## src/rtl/alu_result_collector.sv

```systemverilog
// Collects the four ALU result buses into tagged words and buffers them in a FWFT FIFO.
// Latency: one edge from a single valid flag to RES_VALID/RES_DATA at the head.
// Backpressure: RES_READY stalls the head; when full, a capture is accepted only alongside a pop, otherwise dropped and counted.

module fifo #(
    parameter int WIDTH = 34,
    parameter int DEPTH = 8
) (
    input  logic                     clk,
    input  logic                     rst,
    input  logic                     wr_vld,
    input  logic [WIDTH-1:0]         wr_dat,
    output logic                     wr_rdy,
    output logic                     rd_vld,
    output logic [WIDTH-1:0]         rd_dat,
    input  logic                     rd_rdy,
    output logic [$clog2(DEPTH):0]   count
);
    localparam int AW = $clog2(DEPTH);

    logic [AW:0]      wr_ptr;
    logic [AW:0]      rd_ptr;
    logic [WIDTH-1:0] mem [DEPTH];
    logic             empty;
    logic             full;
    logic             rd_fire;
    logic             wr_fire;

    // Extra pointer MSB tells full from empty when the index bits match.
    assign empty   = (wr_ptr == rd_ptr);
    assign full    = (wr_ptr[AW] != rd_ptr[AW]) && (wr_ptr[AW-1:0] == rd_ptr[AW-1:0]);
    assign rd_vld  = !empty;
    assign rd_fire = rd_vld && rd_rdy;
    assign wr_rdy  = !full || rd_fire;
    assign wr_fire = wr_vld && wr_rdy;
    assign rd_dat  = empty ? '0 : mem[rd_ptr[AW-1:0]];
    assign count   = wr_ptr - rd_ptr;

    always_ff @(posedge clk or posedge rst) begin
        if (rst) begin
            wr_ptr <= '0;
            rd_ptr <= '0;
        end else begin
            if (wr_fire) wr_ptr <= wr_ptr + 1'b1;
            if (rd_fire) rd_ptr <= rd_ptr + 1'b1;
        end
    end

    // A write into a full FIFO lands in the slot the head vacates this edge.
    always_ff @(posedge clk) begin
        if (wr_fire) mem[wr_ptr[AW-1:0]] <= wr_dat;
    end
endmodule

module alu_result_collector #(
    parameter int OP_DATA_WIDTH = 16,
    parameter int CMP_OUT_WIDTH = 3,
    parameter int FIFO_DEPTH    = 8
) (
    input  logic                          CLK,
    input  logic                          RST,
    input  logic [2*OP_DATA_WIDTH-1:0]    Arith_OUT,
    input  logic                          Arith_Flag,
    input  logic [OP_DATA_WIDTH-1:0]      Logic_OUT,
    input  logic                          Logic_Flag,
    input  logic [CMP_OUT_WIDTH-1:0]      CMP_OUT,
    input  logic                          CMP_Flag,
    input  logic [OP_DATA_WIDTH-1:0]      Shift_OUT,
    input  logic                          Shift_Flag,
    input  logic                          RES_READY,
    input  logic                          CLR_ERR,
    output logic                          RES_VALID,
    output logic [2*OP_DATA_WIDTH-1:0]    RES_DATA,
    output logic [1:0]                    RES_SRC,
    output logic [$clog2(FIFO_DEPTH):0]   FIFO_COUNT,
    output logic                          OVERFLOW_ERR,
    output logic                          MULTI_FLAG_ERR,
    output logic [7:0]                    DROP_CNT
);
    localparam int RW = 2 * OP_DATA_WIDTH;

    typedef struct packed {
        logic [1:0]    src;
        logic [RW-1:0] data;
    } res_t;

    res_t       cap_dat;
    res_t       head_dat;
    logic [2:0] flag_cnt;
    logic       cap_vld;
    logic       multi_hit;
    logic       ovf_drop;
    logic       drop;
    logic       fifo_wr_rdy;

    assign flag_cnt  = 3'(Arith_Flag) + 3'(Logic_Flag) + 3'(CMP_Flag) + 3'(Shift_Flag);
    assign cap_vld   = (flag_cnt == 3'd1);
    assign multi_hit = (flag_cnt > 3'd1);
    assign ovf_drop  = cap_vld && !fifo_wr_rdy;
    assign drop      = multi_hit || ovf_drop;

    always_comb begin
        cap_dat = '0;
        if (Arith_Flag) begin
            cap_dat.src  = 2'b00;
            cap_dat.data = Arith_OUT;
        end else if (Logic_Flag) begin
            cap_dat.src  = 2'b01;
            cap_dat.data = {{(RW-OP_DATA_WIDTH){1'b0}}, Logic_OUT};
        end else if (CMP_Flag) begin
            cap_dat.src  = 2'b10;
            cap_dat.data = {{(RW-CMP_OUT_WIDTH){1'b0}}, CMP_OUT};
        end else if (Shift_Flag) begin
            cap_dat.src  = 2'b11;
            cap_dat.data = {{(RW-OP_DATA_WIDTH){1'b0}}, Shift_OUT};
        end
    end

    fifo #(
        .WIDTH ($bits(res_t)),
        .DEPTH (FIFO_DEPTH)
    ) u_fifo (
        .clk    (CLK),
        .rst    (RST),
        .wr_vld (cap_vld),
        .wr_dat (cap_dat),
        .wr_rdy (fifo_wr_rdy),
        .rd_vld (RES_VALID),
        .rd_dat (head_dat),
        .rd_rdy (RES_READY),
        .count  (FIFO_COUNT)
    );

    assign RES_DATA = head_dat.data;
    assign RES_SRC  = head_dat.src;

    // A drop in the clearing cycle survives the clear and restarts the count at 1.
    always_ff @(posedge CLK or posedge RST) begin
        if (RST) begin
            OVERFLOW_ERR   <= 1'b0;
            MULTI_FLAG_ERR <= 1'b0;
            DROP_CNT       <= 8'd0;
        end else if (CLR_ERR) begin
            OVERFLOW_ERR   <= ovf_drop;
            MULTI_FLAG_ERR <= multi_hit;
            DROP_CNT       <= drop ? 8'd1 : 8'd0;
        end else begin
            if (ovf_drop)  OVERFLOW_ERR   <= 1'b1;
            if (multi_hit) MULTI_FLAG_ERR <= 1'b1;
            if (drop && (DROP_CNT != 8'hFF)) DROP_CNT <= DROP_CNT + 8'd1;
        end
    end
endmodule

```

## config.mk

```make
export PLATFORM = sky130hd
export DESIGN_NAME = alu_result_collector
export DESIGN_NICKNAME = d
export VERILOG_FILES = /design/src/rtl/alu_result_collector.sv
export SDC_FILE = /design/constraint.sdc
export NUM_CORES = 1
export LEC_CHECK = 0
export ABC_AREA = 1
export CORE_UTILIZATION = 52
export DETAILED_ROUTE_END_ITERATION = 10
export PLACE_DENSITY = 0.76
export SETUP_SLACK_MARGIN = 0.2
export SLEW_MARGIN = 20
export SYNTH_ARGS = -nofsm -noshare
export SYNTH_HDL_FRONTEND = slang
export SYNTH_HIERARCHICAL = 1
export SYNTH_SLANG_ARGS = --single-unit
```

## constraint.sdc

```tcl
create_clock -name CLK -period 3.2 [get_ports CLK]
set_input_delay 0.64 -clock CLK [delete_from_list [all_inputs] [get_ports CLK]]
set_output_delay 0.64 -clock CLK [all_outputs]
set_load 0.005 [all_outputs]
```

==> summary.txt, run 1 <==
Cells and area
  • Filler instances: around 1900
  • Net count, final: roughly 1700
  • Layout cells sized above 1: about 10%
  • Synthesis-to-layout area growth: 25.17%
  • Core Util, Final: between 60% and 70%
  • Most frequent cells in the layout: 431 x nand2_1, 304 x inv_1, 272 x edfxtp_1
  • Fin cells: 1970
  • FF/Latch Area: 0.008627 mm^2
  • Commonest non-fill, non-tap cell in the layout: nand2_1
  • Multi-input combinational cell area: ~0.0038 mm^2
  • Number of diodes: 0

Global routing
  • First-pass GRT wire length: a little over 50 mm
  • Total global-route track usage: between 20 and 30%
  • M2 GR Usage: 41.89%
  • Number of global-route vias before repair: 9842
  • Initial antenna violation count: 0
  • Met3 Usage GRT: 3.535%
  • Largest net degree at the start of global routing: about 70
  • Gr busiest metal: met2
  • Met1 usage: 33.79%
  • Grt total ovfl: 0

Detailed routing
  • # DRC: 0
  • Total number of vias: about 10000
  • DR pass1 iterations: 6
  • WL per Instance: 17.04 um
  • Vias/cell: slightly above 5
  • Final WL: approximately 34 mm
  • DRT iter0 DRCs: between 900 and 1000
  • Final ANT Viol Nets: 0

Placed design
  • Hpwl dp: a little under 20 mm
  • Cell Count Post-Placement: roughly 1900
  • IO Port Bufs: approximately 120
  • GP Congestion: about 0.84

Clock tree
  • CTS tree: yes
  • Total CTS buffers: 29
  • CTS root buffer: clkbuf_16
  • Hold_buf cts: 0
  • Clk pin slew, worst setup/hold paths: approximately 60 ps
  • H-Tree Depth: 1
  • Worst-Skew Late Latency: around 550 ps
  • Worst-case clock buffer depth: 3
  • Clock Sinks: 290

Logic synthesis
  • Cell Area, Synth: around 0.014 mm^2
  • Distinct cell type count after synthesis: 29
  • Xor and xnor area share after synthesis: 0.5116%
  • Post-synth EDFFs: ~270
  • Synth Area in Adders: 1.206%
  • Seq cells post-synth: between 200 and 300
  • Gate Count Post-Synth: approximately 1500
  • Simple-gate share of the synthesized area: approximately 23%
  • Syn_nets: approximately 1600
  • Post-synth ARST share: ~6.2%
  • Synth Flop Type: edfxtp_1
  • Largest family of logic cells by synthesized area: simple AND/OR/NAND/NOR gates
  • Proportion of synthesized area in mux cells: 0%
  • Seq/Total Area, Yosys: around 63%
  • Synth Area in Compound Gates: 1.754%
  • Syn_area_per_cell: between 9 and 10 um^2
  • Synth warnings: 6

Setup path
  • WP data required: approximately 2600 ps
  • CP max FO: 7
  • Critical Path AT: around 2400 ps
  • Worst Path Class, Setup: reg2out
  • CP Capture Type: output pin
  • CP startpoint kind: register

Die
  • Rows: approximately 60
  • Core area: ~0.026 mm^2
  • Die area: roughly 0.027 mm^2
  • Initial core utilization: 52.86%
  • Die height: approximately 160 um
  • Top Ports: 124
  • Die X: between 150 and 200 um

STA
  • Final Cycle Share: a little over nine tenths
  • Fmax: ~330 MHz
  • RSZ-0062 raised after global routing: true
  • Tmin final: approximately 3100 ps
  • Setup Skew: 12.91 ps
  • Final hold vios: 0
  • Final setup violation count: 0
  • Slew headroom: approximately 52%
  • Slew Limit Fails: 0
  • Worst-margin pin slew: about 710 ps

Power
  • Combinational share of power: a little over two fifths
  • Sw frac: a little over a third
  • Pwr/cell area: approximately 860 mW/mm^2
  • P_sw: 5129 uW
  • Clock share of power: between 20% and 30%
  • P_int: 9542 uW
  • Lkg Pwr: just under 0.008 uW
  • Part of the power in registers: a little under a third
  • Worst VDD drop: about 0.00091 V

Job
  • Max-Cap Viols: 0

Status
  • Outcome: complete, no violations

Min path
  • Tightest Hold Check Type: in2async
cells in the mapped netlist, types with 2 or more instances:
cell type  number  share of area, %
a21oi_1         5              0.18
buf_2          39               1.4
nand4_1         4              0.18
edfxtp_1      272                60
ha_1           10              0.91
nand2_1       435                12
a22oi_1        13              0.71
xor2_1          4              0.26
buf_4           4              0.22
buf_6           2              0.16
nand2_2         5              0.23
buf_1           2             0.055
inv_1         310               8.5
clkbuf_1       22              0.60
xnor2_1         4              0.26
nand3_1       197               7.2
o21ai_0         6              0.22
inv_2           5              0.14
nor3_1          2             0.073
o21ai_1        16              0.58
nor2_1         88               2.4
dfrtp_1        18               3.3
fa_1            2              0.29
final cells by class:
cell class                 count  share of cell area [%]
clock inverter                16                   1.635
multi-input combinational    797                   21.88
tap                          335                   2.445
sequential                   290                   50.32
timing repair buffer         182                   12.11
clock buffer                  35                   4.598
inverter                     315                   7.007
sequential cells by signal, summed over array words and instances, names as in the netlist:
| register | cells |
|---|---|
| u_fifo/rd_ptr | 4 |
| MULTI_FLAG_ERR | 1 |
| u_fifo/mem | 272 |
| u_fifo/wr_ptr | 4 |
| OVERFLOW_ERR | 1 |
| DROP_CNT | 8 |
worst paths after layout:
| path | depth (start not counted) | start | endpoint | slack [ps] |
|---|---|---|---|---|
| setup / recovery | 10 | u_fifo/rd_ptr[0] | RES_DATA[15] | 130 |
| hold / removal | 2 | RST | u_fifo/rd_ptr[3] | 390 |
| setup reg to reg | 9 | u_fifo/wr_ptr[0] | u_fifo/mem[2][12] | 960 |
| hold reg to reg | 2 | MULTI_FLAG_ERR | MULTI_FLAG_ERR | 490 |
| max in group asynchronous | 2 | RST | DROP_CNT[5] | 2510 |
| min in group CLK | 2 | MULTI_FLAG_ERR | MULTI_FLAG_ERR | 490 |
stage by stage:
stage / setup slack, ps / TNS (ps) / hold slack [ps] / total power, uW / instance area, um^2
6_report: 129.7 / 0 / 390.6 / 14670 / 17140
4_1_cts: 65.89 / 0 / 382.9 / 14520 / 17000
3_3_place_gp: -133.5 / -21570 / 467.2 / 10200 / 15610
3_5_place_dp: -179.2 / -31770 / 480.4 / 10300 / 15610
2_1_floorplan: -8.087 / -274.9 / 455.7 / 7828 / 13830
5_1_grt: 64.38 / 0 / 406.7 / 15430 / 17140
power groups by stage:
stage / Combinational [uW] / Clock [uW] / Sequential (uW)
floorplan: 3170 / 0 / 4660
global placement: 5490 / 0 / 4710
detailed placement: 5580 / 0 / 4720
CTS: 6110 / 3800 / 4610
global route: 6820 / 3970 / 4640
finish: 6280 / 3780 / 4620
critical path, stage by stage (launching register included):
cell	delay, ps
dfrtp_4	510
ha_4	280
inv_2	50
nor2_4	130
nand2_4	100
buf_6	150
buf_12	120
buf_16	140
nand2_1	110
nor2_1	40
dlygate4sd2_1	250
what timing repair did:
item / 4_1_cts / 5_1_grt
setup buffers: 11 / 3
gates resized for setup: 52 / 41
cloned: 4 / 2
setup endpoints to repair: 38 / 34
pin swaps: 3 / 0
logic make-up (layout without fill, tap and decap cells):
kind of cell | count (synthesis) | count (layout)
compound gates | 41 | 41
xor+xnor | 8 | 8
fa+ha+maj | 12 | 12
buf+inv | 384 | 548
flops | 290 | 290
simple gates | 736 | 736
per-layer routing:
layer / wire length [um] / part of all wire [%] / up-vias
met5: 0 / 0 / -
met4: 812 / 2.4 / 0
met3: 2751 / 8.2 / 58
met2: 16510 / 49 / 465
met1: 13480 / 40 / 4803
li1: - / - / 4910
(Power assumes the default switching activity.)
==> inputs of run 2 (changes only) <==
--- a/config.mk
+++ b/config.mk
@@ -6,6 +6,7 @@
 export NUM_CORES = 1
 export LEC_CHECK = 0
 export ABC_AREA = 1
+export CORE_MARGIN = 8
 export CORE_UTILIZATION = 52
 export DETAILED_ROUTE_END_ITERATION = 10
 export PLACE_DENSITY = 0.76
==> summary.txt, run 2 (synthesis gave the netlist of run 1 again) <==
Status
  • Outcome: complete, no violations

Detailed routing
  • DRT iter0 DRCs: around 1000
  • Total number of vias: around 10000
  • DR pass1 iterations: 6
  • Final ANT Viol Nets: 0
  • # DRC: 0
  • Final WL: 35.36 mm
  • Vias/cell: about 5.2
  • WL per Instance: roughly 18 um

Min path
  • Tightest Hold Check Type: in2async

Clock tree
  • Clk pin slew, worst setup/hold paths: about 70 ps
  • Worst-case clock buffer depth: 3
  • CTS tree: yes
  • Total CTS buffers: 28
  • Clock Sinks: between 200 and 300
  • CTS root buffer: clkbuf_16
  • Worst-Skew Late Latency: between 500 and 600 ps
  • H-Tree Depth: 1

STA
  • Final Cycle Share: between 90% and 100%
  • RSZ-0062 raised after global routing: true
  • Final hold vios: 0
  • Slew Limit Fails: 0
  • Slew headroom: 41.37%
  • Worst-margin pin slew: just under 900 ps
  • Tmin final: between 2000 and 3000 ps
  • Fmax: 336.1 MHz
  • Setup Skew: 30.21 ps
  • Final setup violation count: 0

Cells and area
  • Commonest non-fill, non-tap cell in the layout: nand2_1
  • Synthesis-to-layout area growth: 24.64%
  • Most frequent cells in the layout: 425 x nand2_1, 303 x inv_1, 272 x edfxtp_1
  • Number of diodes: 0
  • Max FFs per register: approximately 270
  • FF/Latch Area: between 0.008 and 0.009 mm^2
  • Fin cells: between 1500 and 2000
  • Multi-input combinational cell area: 0.003749 mm^2
  • Fin area: ~0.017 mm^2
  • Net count, final: between 1500 and 2000
  • Layout cells sized above 1: 10.89%
  • Filler instances: approximately 1900

Setup path
  • WP data required: around 2600 ps
  • CP max FO: 4
  • Delay of the slowest critical-path stage: between 400 and 500 ps
  • CP Capture Type: output pin
  • Worst Path Class, Setup: reg2out
  • CP max stage cell: dfrtp_2
  • Most frequent CP cell: nand2_2
  • Crit-path cells: inv_2, ha_4, nand2_2, nor2_2, nand2_2, buf_6, clkbuf_16, nand2_1, nor2_1, clkdlybuf4s15_1
  • Critical Path AT: 2340 ps
  • Reg2reg setup slack: approximately 960 ps
  • CP startpoint kind: register

Die
  • Initial core utilization: a little over half
  • Rows: 59
  • Core area: 0.02598 mm^2
  • Die area: 0.03179 mm^2
  • Die height: around 180 um
  • Die X: around 180 um
  • Top Ports: 124

Global routing
  • Number of global-route vias before repair: between 10000 and 15000
  • Total global-route track usage: 21.56%
  • Largest net degree at the start of global routing: slightly above 80
  • Initial antenna violation count: 0
  • First-pass GRT wire length: 53.70 mm
  • Grt total ovfl: 0

Placed design
  • Placed inst area: around 0.016 mm^2
  • Hpwl dp: roughly 20 mm
  • Cell Count Post-Placement: 1904
  • IO Port Bufs: 123
  • GP Congestion: between 0.7 and 0.8

Power
  • Lkg Pwr: ~0.0078 uW
  • Pwr/cell area: between 800 and 900 mW/mm^2
  • Worst VDD drop: 0.0005604 V

Job
  • Max-Cap Viols: 0
[run 2: cell count changes in the layout (fill, tap and decap cells not counted), sizes merged]
| cell | previous run | this run |
|---|---|---|
| clkbuf | 42 | 35 |
| dlygate4sd2 | 14 | 8 |
| inv | 316 | 318 |
| clkdlybuf4s50 | 88 | 85 |
| clkinv | 7 | 8 |
| clkinvlp | 0 | 3 |
| bufinv | 8 | 4 |
| buf | 58 | 74 |
| dlymetal6s2s | 14 | 2 |
| clkdlybuf4s15 | 1 | 19 |
[run 2: cell type report]
type | count | area share [%]
inverter | 315 | 7.037
timing repair inverter | 2 | 0.1026
clock inverter | 16 | 1.187
sequential | 290 | 50.55
clock buffer | 31 | 4.171
timing repair buffer | 192 | 12.54
multi-input combinational | 797 | 21.96
tap | 335 | 2.455
[run 2: routing by layer]
| metal | global-route usage (%) | vias to the layer above | part of all wire (%) |
|---|---|---|---|
| li1 | - | 4933 | - |
| met1 | 27.01 | 4837 | 39 |
| met2 | 37.48 | 496 | 50 |
| met3 | 3.577 | 73 | 8.4 |
| met4 | 7.234 | 0 | 2.8 |
| met5 | 0 | - | 0 |
[run 2: path summary, 6_finish.rpt]
kind                                  start          endpoint  depth (start not counted)
hold / removal                          RST      OVERFLOW_ERR                          2
min in group CLK               OVERFLOW_ERR      OVERFLOW_ERR                          2
hold reg to reg                OVERFLOW_ERR      OVERFLOW_ERR                          2
setup / recovery           u_fifo/rd_ptr[1]      RES_DATA[22]                         10
max in group asynchronous               RST  u_fifo/rd_ptr[0]                          2
setup reg to reg           u_fifo/rd_ptr[1]  u_fifo/mem[2][3]                          8
[run 2: report_power, final]
group	total [uW]	switching, uW	leakage, uW	internal (uW)
logic	6420	3750	0.00465	2670
registers	4640	142	0.00271	4500
clock network	3300	1380	0.000434	1920
total	14400	5270	0.00779	9090
[run 2: worst max-delay path: cells and delay by family (launching register included)]
kind / cells / cell delay, ps
buf+inv: 4 / 710
flops: 1 / 450
simple gates: 5 / 400
fa+ha+maj: 1 / 210
[run 2: what timing repair did]
item / in CTS / in global routing
setup buffers: 13 / 4
gates cloned: 6 / 4
pin swaps: 3 / 5
endpoints found under the hold margin: 0 / 0
endpoints found under the setup margin: 38 / 38
hold buffers: 0 / 0
gates resized for setup: 81 / 47
[run 2: metrics by stage]
stage               setup TNS, ps  hold slack, ps  total power (uW)  util (%)  setup slack (ps)
CTS                             0           393.0             13950     64.87             62.15
finish                          0           409.0             14360     65.69             224.6
detailed placement         -32530           465.7             10320     60.28            -204.1
global route                    0           448.6             15090     65.69             140.1
global placement           -14780           475.7             10210     60.28            -123.6
floorplan                  -274.9           455.7              7828         -            -8.087
